<file path="src/rtl/multicycle_control_pkg.sv">
`default_nettype none
// ============================================================================
//  Module   : multicycle_control_pkg
//  Purpose  : Shared encodings for the multicycle CPU control path: FSM state
//             codes, instruction opcodes, alu_op codes and the datapath mux
//             select codes used by the control FSM, the datapath and the ALU
//             control decoder.
//  Ports    : none (package)
//  Revision : 1.0 - initial release
// ============================================================================
package multicycle_control_pkg;

  // FSM state encoding; the numeric values are visible on the debug port.
  typedef enum logic [3:0] {
    S_IDLE    = 4'd0,
    S_FETCH   = 4'd1,
    S_DECODE  = 4'd2,
    S_MEMADR  = 4'd3,
    S_MEMRD   = 4'd4,
    S_MEMWB   = 4'd5,
    S_MEMWR   = 4'd6,
    S_EXEC    = 4'd7,
    S_RWB     = 4'd8,
    S_BRANCH  = 4'd9,
    S_JUMP    = 4'd10,
    S_ADDI_EX = 4'd11,
    S_ADDI_WB = 4'd12
  } state_t;

  // Instruction opcodes (instruction[31:26])
  localparam logic [5:0] OP_RTYPE = 6'b000000;
  localparam logic [5:0] OP_LW    = 6'b100011;
  localparam logic [5:0] OP_SW    = 6'b101011;
  localparam logic [5:0] OP_BEQ   = 6'b000100;
  localparam logic [5:0] OP_J     = 6'b000010;
  localparam logic [5:0] OP_ADDI  = 6'b001000;

  // alu_op codes to the ALU control decoder
  localparam logic [1:0] ALUOP_ADD   = 2'b00;
  localparam logic [1:0] ALUOP_SUB   = 2'b01;
  localparam logic [1:0] ALUOP_FUNCT = 2'b10;

  // alu_src_b selects
  localparam logic [1:0] SRCB_B      = 2'b00;
  localparam logic [1:0] SRCB_FOUR   = 2'b01;
  localparam logic [1:0] SRCB_IMM    = 2'b10;
  localparam logic [1:0] SRCB_IMM_SH = 2'b11;

  // pc_source selects
  localparam logic [1:0] PCSRC_ALU    = 2'b00;
  localparam logic [1:0] PCSRC_ALUOUT = 2'b01;
  localparam logic [1:0] PCSRC_JUMP   = 2'b10;

  // True for every opcode the FSM knows how to sequence.
  function automatic logic is_legal_op(input logic [5:0] op);
    return (op == OP_RTYPE) || (op == OP_LW) || (op == OP_SW) ||
           (op == OP_BEQ)   || (op == OP_J)  || (op == OP_ADDI);
  endfunction

endpackage
`default_nettype wire

</file>
<file path="src/rtl/multicycle_control.sv">
`default_nettype none
// ============================================================================
//  Module   : multicycle_control
//  Purpose  : Main control FSM of the multicycle CPU. Steps each instruction
//             through fetch / decode / execute / memory / writeback and drives
//             the datapath mux selects and write enables. Memory accesses use
//             a request/ready handshake so slow memory inserts wait states.
//  Ports    :
//    clk           in   rising-edge clock
//    reset         in   synchronous active-high reset
//    run           in   start fetching from IDLE / continue after retirement
//    opcode[5:0]   in   instruction[31:26] from the instruction register
//    mem_ready     in   memory finished the current access this cycle
//    pc_write      out  unconditional PC load
//    pc_write_cond out  PC load if ALU zero (beq)
//    i_or_d        out  memory address select (0 PC, 1 ALUOut)
//    mem_read      out  memory read request
//    mem_write     out  memory write request
//    ir_write      out  instruction register load
//    mem_to_reg    out  register write data (0 ALUOut, 1 MDR)
//    reg_dst       out  destination register (0 rt, 1 rd)
//    reg_write     out  register file write enable
//    alu_src_a     out  ALU A select (0 PC, 1 reg A)
//    alu_src_b     out  ALU B select (B / 4 / imm / imm<<2)
//    alu_op[1:0]   out  to ALU control decoder
//    pc_source     out  PC source (ALU / ALUOut / jump target)
//    illegal_op    out  one-cycle pulse on an unrecognised opcode
//    instr_done    out  one-cycle pulse when an instruction retires
//    state[3:0]    out  current state, for debug
//  Revision : 1.0 - initial release
// ============================================================================
module multicycle_control
  import multicycle_control_pkg::*;
(
  input  logic       clk,
  input  logic       reset,
  input  logic       run,
  input  logic [5:0] opcode,
  input  logic       mem_ready,
  output logic       pc_write,
  output logic       pc_write_cond,
  output logic       i_or_d,
  output logic       mem_read,
  output logic       mem_write,
  output logic       ir_write,
  output logic       mem_to_reg,
  output logic       reg_dst,
  output logic       reg_write,
  output logic       alu_src_a,
  output logic [1:0] alu_src_b,
  output logic [1:0] alu_op,
  output logic [1:0] pc_source,
  output logic       illegal_op,
  output logic       instr_done,
  output logic [3:0] state
);

  state_t r_state;
  state_t w_next_state;

  // State after an instruction retires: keep going unless run was dropped.
  state_t w_retire_state;
  assign w_retire_state = run ? S_FETCH : S_IDLE;

  // --------------------------------------------------------------------------
  // State register
  // --------------------------------------------------------------------------
  always_ff @(posedge clk) begin
    if (reset) begin
      r_state <= S_IDLE;
    end else begin
      r_state <= w_next_state;
    end
  end

  // --------------------------------------------------------------------------
  // Next-state logic
  // --------------------------------------------------------------------------
  always_comb begin
    w_next_state = S_IDLE;
    case (r_state)
      S_IDLE:    w_next_state = run ? S_FETCH : S_IDLE;
      S_FETCH:   w_next_state = mem_ready ? S_DECODE : S_FETCH;
      S_DECODE: begin
        case (opcode)
          OP_LW, OP_SW: w_next_state = S_MEMADR;
          OP_RTYPE:     w_next_state = S_EXEC;
          OP_BEQ:       w_next_state = S_BRANCH;
          OP_J:         w_next_state = S_JUMP;
          OP_ADDI:      w_next_state = S_ADDI_EX;
          default:      w_next_state = S_FETCH;  // illegal: skip and refetch
        endcase
      end
      // Only LW and SW reach MEMADR, so anything that is not LW is SW.
      S_MEMADR:  w_next_state = (opcode == OP_LW) ? S_MEMRD : S_MEMWR;
      S_MEMRD:   w_next_state = mem_ready ? S_MEMWB : S_MEMRD;
      S_MEMWB:   w_next_state = w_retire_state;
      S_MEMWR:   w_next_state = mem_ready ? w_retire_state : S_MEMWR;
      S_EXEC:    w_next_state = S_RWB;
      S_RWB:     w_next_state = w_retire_state;
      S_BRANCH:  w_next_state = w_retire_state;
      S_JUMP:    w_next_state = w_retire_state;
      S_ADDI_EX: w_next_state = S_ADDI_WB;
      S_ADDI_WB: w_next_state = w_retire_state;
      default:   w_next_state = S_IDLE;           // codes 13-15 recover
    endcase
  end

  // --------------------------------------------------------------------------
  // Output decode. Moore on the state register except for the handshake
  // qualified strobes (FETCH pc/ir load, MEMWR retire) and the DECODE
  // illegal-opcode pulse. Everything is forced low while reset is asserted so
  // an aborted access does not leave a request on the bus.
  // --------------------------------------------------------------------------
  always_comb begin
    pc_write      = 1'b0;
    pc_write_cond = 1'b0;
    i_or_d        = 1'b0;
    mem_read      = 1'b0;
    mem_write     = 1'b0;
    ir_write      = 1'b0;
    mem_to_reg    = 1'b0;
    reg_dst       = 1'b0;
    reg_write     = 1'b0;
    alu_src_a     = 1'b0;
    alu_src_b     = SRCB_B;
    alu_op        = ALUOP_ADD;
    pc_source     = PCSRC_ALU;
    illegal_op    = 1'b0;
    instr_done    = 1'b0;
    state         = 4'd0;
    if (!reset) begin
      state = r_state;
      case (r_state)
        S_FETCH: begin
          mem_read  = 1'b1;
          alu_src_b = SRCB_FOUR;
          pc_write  = mem_ready;
          ir_write  = mem_ready;
        end
        S_DECODE: begin
          alu_src_b  = SRCB_IMM_SH;   // branch target precompute
          illegal_op = ~is_legal_op(opcode);
        end
        S_MEMADR: begin
          alu_src_a = 1'b1;
          alu_src_b = SRCB_IMM;
        end
        S_MEMRD: begin
          mem_read = 1'b1;
          i_or_d   = 1'b1;
        end
        S_MEMWB: begin
          reg_write  = 1'b1;
          mem_to_reg = 1'b1;
          instr_done = 1'b1;
        end
        S_MEMWR: begin
          mem_write  = 1'b1;
          i_or_d     = 1'b1;
          instr_done = mem_ready;
        end
        S_EXEC: begin
          alu_src_a = 1'b1;
          alu_op    = ALUOP_FUNCT;
        end
        S_RWB: begin
          reg_write  = 1'b1;
          reg_dst    = 1'b1;
          instr_done = 1'b1;
        end
        S_BRANCH: begin
          alu_src_a     = 1'b1;
          alu_op        = ALUOP_SUB;
          pc_write_cond = 1'b1;
          pc_source     = PCSRC_ALUOUT;
          instr_done    = 1'b1;
        end
        S_JUMP: begin
          pc_write   = 1'b1;
          pc_source  = PCSRC_JUMP;
          instr_done = 1'b1;
        end
        S_ADDI_EX: begin
          alu_src_a = 1'b1;
          alu_src_b = SRCB_IMM;
        end
        S_ADDI_WB: begin
          reg_write  = 1'b1;
          instr_done = 1'b1;
        end
        default: ;
      endcase
    end
  end

endmodule
`default_nettype wire

</file>
<file path="config.mk">
export PLATFORM = sky130hd
export DESIGN_NAME = multicycle_control
export DESIGN_NICKNAME = d
export VERILOG_FILES = /design/src/rtl/multicycle_control_pkg.sv /design/src/rtl/multicycle_control.sv
export SDC_FILE = /design/constraint.sdc
export NUM_CORES = 1
export LEC_CHECK = 0
export CORE_MARGIN = 4
export CORE_UTILIZATION = 35
export DETAILED_ROUTE_END_ITERATION = 12
export PLACE_DENSITY = 0.85
export SLEW_MARGIN = 20
export SYNTH_ARGS = -nofsm -noshare
export SYNTH_HDL_FRONTEND = slang
export SYNTH_SLANG_ARGS = --single-unit
</file>
<file path="constraint.sdc">
create_clock -name clk -period 1.77 [get_ports clk]
set_clock_uncertainty 0.2 [all_clocks]
set_input_delay 0.354 -clock clk [delete_from_list [all_inputs] [get_ports clk]]
set_output_delay 0.354 -clock clk [all_outputs]
set_load 0.02 [all_outputs]
</file>
==> flow_metrics.env, run 1 <==
export IMPL_ys_top_cells_by_area="dfxtp_1 13%, a21oi_1 7.4%, nor3_1 7.4%"
export IMPL_cell_count_after_synthesis=97
export IMPL_yosysMostFrequentCell="nor2_1"
export IMPL_netlist_area_leader_share=0.131
export IMPL_cts_hold_buf=0
export IMPL_netlist_area_before_placement_um2=611
export IMPL_initial_core_util=0.387
export IMPL_io_pin_count=32
export IMPL_port_buffers=31
export IMPL_synth_seq_cells=4
export IMPL_die_height_um=49.8
export IMPL_synth_nets=107
export IMPL_synthesis_area_per_instance_um2=6.29
export IMPL_postSynth_asyncResetShare=0
export IMPL_dp_hpwl_mm=1.91
export IMPL_yosys_warnings=0
export IMPL_die_width_um=49.8
export IMPL_dpl_cell_area_mm2=0.00118
export IMPL_rows=14
export IMPL_yosys_top_cells_count="11 x nor2_1, 9 x a21oi_1, 9 x nor3_1"
export IMPL_htreeDepth=1
export IMPL_clock_root_buffer="clkbuf_4"
export IMPL_synth_cell_types=35
export IMPL_error="[ERROR DPL-0038] Utilization greater than 100%, impossible to legalize"
export IMPL_cts_buffer_depth=2
export IMPL_gpl_final_weighted_congestion=0.758
export IMPL_synth_largest_area_cell="dfxtp_1"
export IMPL_run_status="aborted with a tool error"
export IMPL_dominantRegCellSynth="dfxtp_1"
export IMPL_stop_stage="global routing"
export IMPL_cell_count_post_placement=165
export IMPL_cts_sinks=4
export IMPL_number_of_enable_flip_flop_cells_after_synthesis=0
export IMPL_placement_setup_worst_slack_ns=-0.921
export IMPL_ys_seq_area_frac=0.131
export IMPL_worst_endpoint_pin_kind="primary output"
export IMPL_repair_timing_grt_worst_ep="illegal_op"
export IMPL_cts_buffers_inserted=3
export IMPL_pin_count_of_the_biggest_net_entering_global_routing=20
## metrics by stage
| stage | hold slack [ns] | utilization |
|---|---|---|
| CTS | 0.498 | 0.884 |
| detailed placement | 0.475 | 0.746 |
| global placement | 0.464 | 0.746 |
| floorplan | 0.303 | - |
## cell families after synthesis
group / synth area share
AOI/OAI and AO/OA: 0.291
buffers and inverters: 0.0820
xor gates and xnor gates: 0.0287
DFF: 0.131
and+or+nand+nor: 0.467
## repair_timing
| action | 4_1_cts |
|---|---|
| pin swaps | 1 |
| resized for setup | 117 |
| endpoints found under the hold margin | 0 |
| gates cloned | 2 |
| endpoints found under the setup margin | 23 |
| setup buffers | 12 |
==> run 2: changes to the inputs <==
CORE_AREA = 4 4 65 67   (was default)
CORE_MARGIN = default   (was 4)
CORE_UTILIZATION = default   (was 35)
DIE_AREA = 0 0 69 71   (was default)
PLACE_DENSITY = default   (was 0.85)
PLACE_DENSITY_LB_ADDON = 0.15   (was default)
clock period = 2.3 ns   (was 1.77 ns; I/O delays follow)
==> run 2 against run 1 <==
Effect of this change: the run now ends clean; synthesized cell count unchanged; area after synthesis stayed put.
==> flow_metrics.env, run 2 <==
export IMPL_max_slew_margin_rel=0.785
export IMPL_final_period_utilization=0.993
export IMPL_port_buffers=31
export IMPL_grt_first_pass_wirelength_mm=4.04
export IMPL_synth_cell_types=35
export IMPL_route_detailed_drc=0
export IMPL_clock_root_buffer="clkbuf_8"
export IMPL_cell_count_after_synthesis=97
export IMPL_path_buf_inv=1
export IMPL_transition_time_at_the_pin_with_the_least_slew_margin_ns=0.323
export IMPL_final_min_clock_period_ns=2.28
export IMPL_worst_path_max_fanout=2
export IMPL_fmax_mhz=438
export IMPL_cts_tree="done"
export IMPL_rsz0062_at_grt="yes"
export IMPL_drt_first_pass_iters=4
export IMPL_routed_wirelength_mm=2.46
export IMPL_synth_largest_area_cell="dfxtp_1"
export IMPL_yosys_top_cells_count="11 x nor2_1, 9 x a21oi_1, 9 x nor3_1"
export IMPL_number_of_enable_flip_flop_cells_after_synthesis=0
export IMPL_timing_critical_path_to_type="output port"
export IMPL_mostFrequentLayoutCells="30 x buf_4, 11 x nor2_1, 9 x a21oi_1, 9 x dlygate4sd2_1, 8 x clkbuf_2"
export IMPL_netlist_area_leader_share=0.131
export IMPL_cts_hold_buf=0
export IMPL_cts_sinks=4
export IMPL_yosys_warnings=0
export IMPL_worstSetupPathType="reg2out"
export IMPL_cpPeakStageDelay_ns=0.56
export IMPL_power_per_cell_area_mw_per_mm2=306
export IMPL_yosysMostFrequentCell="nor2_1"
export IMPL_path_delay_family="simple AND/OR/NAND/NOR gates"
export IMPL_crit_chain="or4b_4 -> a31oi_4 -> nand2_1 -> nor3_2 -> buf_4"
export IMPL_netlist_area_before_placement_um2=611
export IMPL_drive_above_1_share=0.362
export IMPL_synth_seq_cells=4
export IMPL_postSynth_asyncResetShare=0
export IMPL_floorplan_core_area_mm2=0.00363
export IMPL_design_die_area_mm2=0.00490
export IMPL_rows=22
export IMPL_synthToLayoutAreaGrowth_pct=99.2
export IMPL_synth_nets=107
export IMPL_finalHoldViolCount=0
export IMPL_viasPerCell=4.60
export IMPL_htreeDepth=1
export IMPL_initial_core_util=0.168
export IMPL_largest_register_ffs=4
export IMPL_ys_top_cells_by_area="dfxtp_1 13%, a21oi_1 7.4%, nor3_1 7.4%"
export IMPL_gpl_final_weighted_congestion=0.764
export IMPL_hold_path_class="reg2reg"
export IMPL_biggestRegsByFlops="r_state (4)"
export IMPL_layout_cells_most_common="buf_4"
export IMPL_grt_use_total=0.0970
export IMPL_max_cap_violations=0
export IMPL_p_total_uw=372
export IMPL_endpoints_failing_setup=0
export IMPL_final_max_slew_violation_count=0
export IMPL_first_global_vias=857
export IMPL_io_pin_count=32
export IMPL_cp_slowest_cell="or4b_4"
export IMPL_cp_start_kind="flop"
export IMPL_grt_antenna_before_repair=0
export IMPL_pin_count_of_the_biggest_net_entering_global_routing=20
export IMPL_route_vias_total=919
export IMPL_antenna_diode_count=0
export IMPL_die_height_um=71
export IMPL_cellLeakagePower_nw=0.566
export IMPL_drt_antenna_violating_nets=0
export IMPL_cts_buffer_depth=2
export IMPL_ys_seq_area_frac=0.131
export IMPL_drt_initial_drc_count=39
export IMPL_vdd_ir_drop_max_mv=0.242
export IMPL_top_register="r_state"
export IMPL_required_ns=1.64
export IMPL_worst_ep_arrival_time_ns=1.62
export IMPL_die_width_um=69
export IMPL_aggregate_global_routing_overflow=0
export IMPL_design_final_nets=164
export IMPL_run_status="complete, no violations"
export IMPL_path_clk_slew_ns=0.03
export IMPL_filler_cell_count=410
export IMPL_synthesis_area_per_instance_um2=6.29
export IMPL_route_detailed_wl_per_inst_um=12.3
export IMPL_clock_latency_ns=0.21
export IMPL_cts_buffers_inserted=3
export IMPL_tns_ns=0
export IMPL_dp_hpwl_mm=1.86
export IMPL_dominantRegCellSynth="dfxtp_1"
## run 2: cell counts after synthesis
Identical to the previous run, type by type.
## run 2: path summary, 6_finish.rpt
| check | from | to | slack (ns) | cells past startpoint |
|---|---|---|---|---|
| setup / recovery | r_state[3]$_SDFF_PP0_ | illegal_op | 0.02 | 5 |
| hold / removal | r_state[0]$_SDFF_PP0_ | r_state[3]$_SDFF_PP0_ | 0.47 | 3 |
| setup reg to reg | r_state[3]$_SDFF_PP0_ | r_state[0]$_SDFF_PP0_ | 0.70 | 5 |
| hold reg to reg | r_state[0]$_SDFF_PP0_ | r_state[3]$_SDFF_PP0_ | 0.47 | 3 |
## run 2: cell families (layout without fill, tap and decap cells)
logic type      Yosys count  count (layout)  share of synthesized area
simple gates             52              52                      0.467
compound gates           28              28                      0.291
buf+inv                  11              66                     0.0820
flops                     4               4                      0.131
xor+xnor                  2               2                     0.0287
## run 2: power breakdown
group | total, mW | leakage [nW] | switching, mW | internal (mW)
registers | 0.0752 | 0.0326 | 0.00188 | 0.0733
clock network | 0.142 | 0.0216 | 0.0313 | 0.111
logic | 0.154 | 0.512 | 0.0788 | 0.0755
## run 2: final cells by class
cell class	count	area, µm²	share of cell area
Sequential cell	4	80.1	0.0658
Inverter	2	7.51	0.00617
Timing Repair Buffer	61	488	0.401
Multi-Input combinational cell	82	539	0.443
Tap cell	48	60.1	0.0494
Clock buffer	3	41.3	0.0340
## run 2: per-layer routing
| metal | vias up | GRT usage | share of wire |
|---|---|---|---|
| met5 | - | 0 | 0 |
| met4 | 0 | 0.0195 | 0 |
| met3 | 0 | 0.0128 | 0.031 |
| met2 | 21 | 0.165 | 0.49 |
| met1 | 434 | 0.131 | 0.48 |
| li1 | 464 | - | - |
## run 2: metrics by stage
step                      hold WS (ns)  worst slack (ns)  area, µm²  cells   util
after floorplan                  0.373            0.0362        612     97      -
after global placement           0.464            -0.518       1160    196  0.319
after detailed placement         0.450            -0.650       1160    196  0.319
after CTS                        0.457           -0.0258       1180    199  0.324
after global routing             0.543           -0.0478       1220    200  0.335
final                            0.470            0.0160       1220    200  0.335
## run 2: repair_timing
item | 4_1_cts | 5_1_grt
gates resized for setup | 42 | 43
pin swaps | 0 | 3
setup buffers | 0 | 1
endpoints found under the setup margin | 22 | 16
## run 2: tightest hold or removal path, cell delays in order, from the launching register on
cell      delay, ns
dfxtp_1        0.31
buf_6          0.16
o21ai_0        0.08
a221oi_1       0.07
Power figures use the tool's default switching activity.
==> patch, RTL diff (settings of run 2) <==
Reset style: asynchronous (`reset`), changed in one clocked block. Comments in the files are not updated.
--- a/src/rtl/multicycle_control.sv
+++ b/src/rtl/multicycle_control.sv
@@ -66,5 +66,5 @@
   // State register
   // --------------------------------------------------------------------------
-  always_ff @(posedge clk) begin
+  always_ff @(posedge clk or posedge reset) begin
     if (reset) begin
       r_state <= S_IDLE;
Behaviour: no difference found for any inputs over 10 cycles, from zero or initial values and one cycle with reset high; that may be too few to reach the edited logic, so the function may still have changed.
==> patch against run 2 <==
  * Critical path depth down 1
  * Design area up 2.3%
  * Setup slack better by 76 ps
  * Area after synthesis up 4.3%
  * Sequential cell count unchanged
  * First-iteration DRC count down 26%
  * Wire length down 0.49%
Power is not compared: it rests on default switching activity, and its combinational part moved more than twofold at a synthesized area within 25%.
==> patch: results (changes against run 2) <==
- Status: completed (unchanged)
- Synth top area cells: dfrtp_1 (16%), a21oi_1 (6.3%), nor3_1 (6.3%), nor2_1 (5.9%), nand2_1 (5.3%) (was dfxtp_1 (13%), a21oi_1 (7.4%), nor3_1 (7.4%), nand2b_1 (7.2%), nor2_1 (6.8%))
- Vias in the first global route: 921 (was 857)
- Met3 GRT Util: 1.42% (was 1.28%)
- FFs w/ async S/R, synth: 100% (was 0%)
- Cell family with most CP delay: flip-flops (was simple AND/OR/NAND/NOR gates)
- GR Util met1: 11.5% (was 13.1%)
- Routability-driven placement congestion ratio: 0.790 (was 0.764)
- Post-synthesis compound-gate area fraction: 25.1% (was 29.1%)
- Slowest stage delay, CP: 440 ps (was 560 ps)
- Fill count: 427 (was 410)
- Routed met2 length: 1280 um (was 1210 um)
- Worst-path fanout max: 8 (was 2)
- Syn Nets: 101 (was 107)
- Worst Tran Pin Value: 299 ps (was 323 ps)
- Top Metal Used: met4 (was met3)
- First-pass GRT wire length: 4140 um (was 4040 um)
- Tot GR Track Use: 10.2% (was 9.70%)
- XOR/XNOR Fraction of Synth Area: 2.75% (was 2.87%)
- 1st-iter DRT viols: 29 (was 39)
- Worst Setup SP: r_state[0] (was r_state[3])
- Met1 Routed Length: 1020 um (was 1180 um)
- Crit-path slowest cell: dfrtp_2 (was or4b_4)
- Routed WL: 2450 um (was 2460 um)
- Nets: 167 (was 164)
- Hpwl dp: 2120 um (was 1860 um)
- DR WL met3: 129 um (was 77 um)
==> patch: cell types whose count changed after synthesis, sizes merged, moves of 3 or more <==
cell	before	now
clkbuf	4	1
dfxtp	4	0
nor4	1	4
nand3b	3	0
inv	2	5
nand2b	7	4
nand2	7	10
dfrtp	0	4
==> patch: cell type report <==
cell class / count / area share [%]
inverters: 5 / 1.51
multi-input cells: 74 / 38.6
repair buffers: 69 / 43.4
clock buffers: 3 / 3.32
flip-flops and latches: 4 / 8.35
well taps: 48 / 4.83
==> patch: through the flow <==
stage	instances	instance area [um^2]	setup WS [ps]	hold slack, ps	util (%)
floorplan	91	637	91.9	253	-
global placement	200	1230	-545	588	33.9
detailed placement	200	1230	-565	569	33.9
CTS	203	1260	2.76	290	34.7
global route	203	1240	2.31	320	34.2
finish	203	1240	91.8	293	34.2
==> patch: cell families after synthesis <==
group           after synthesis
compound gates               22
buf+inv                      13
xor+xnor                      2
fa+ha+maj                     1
simple gates                 49
flops                         4
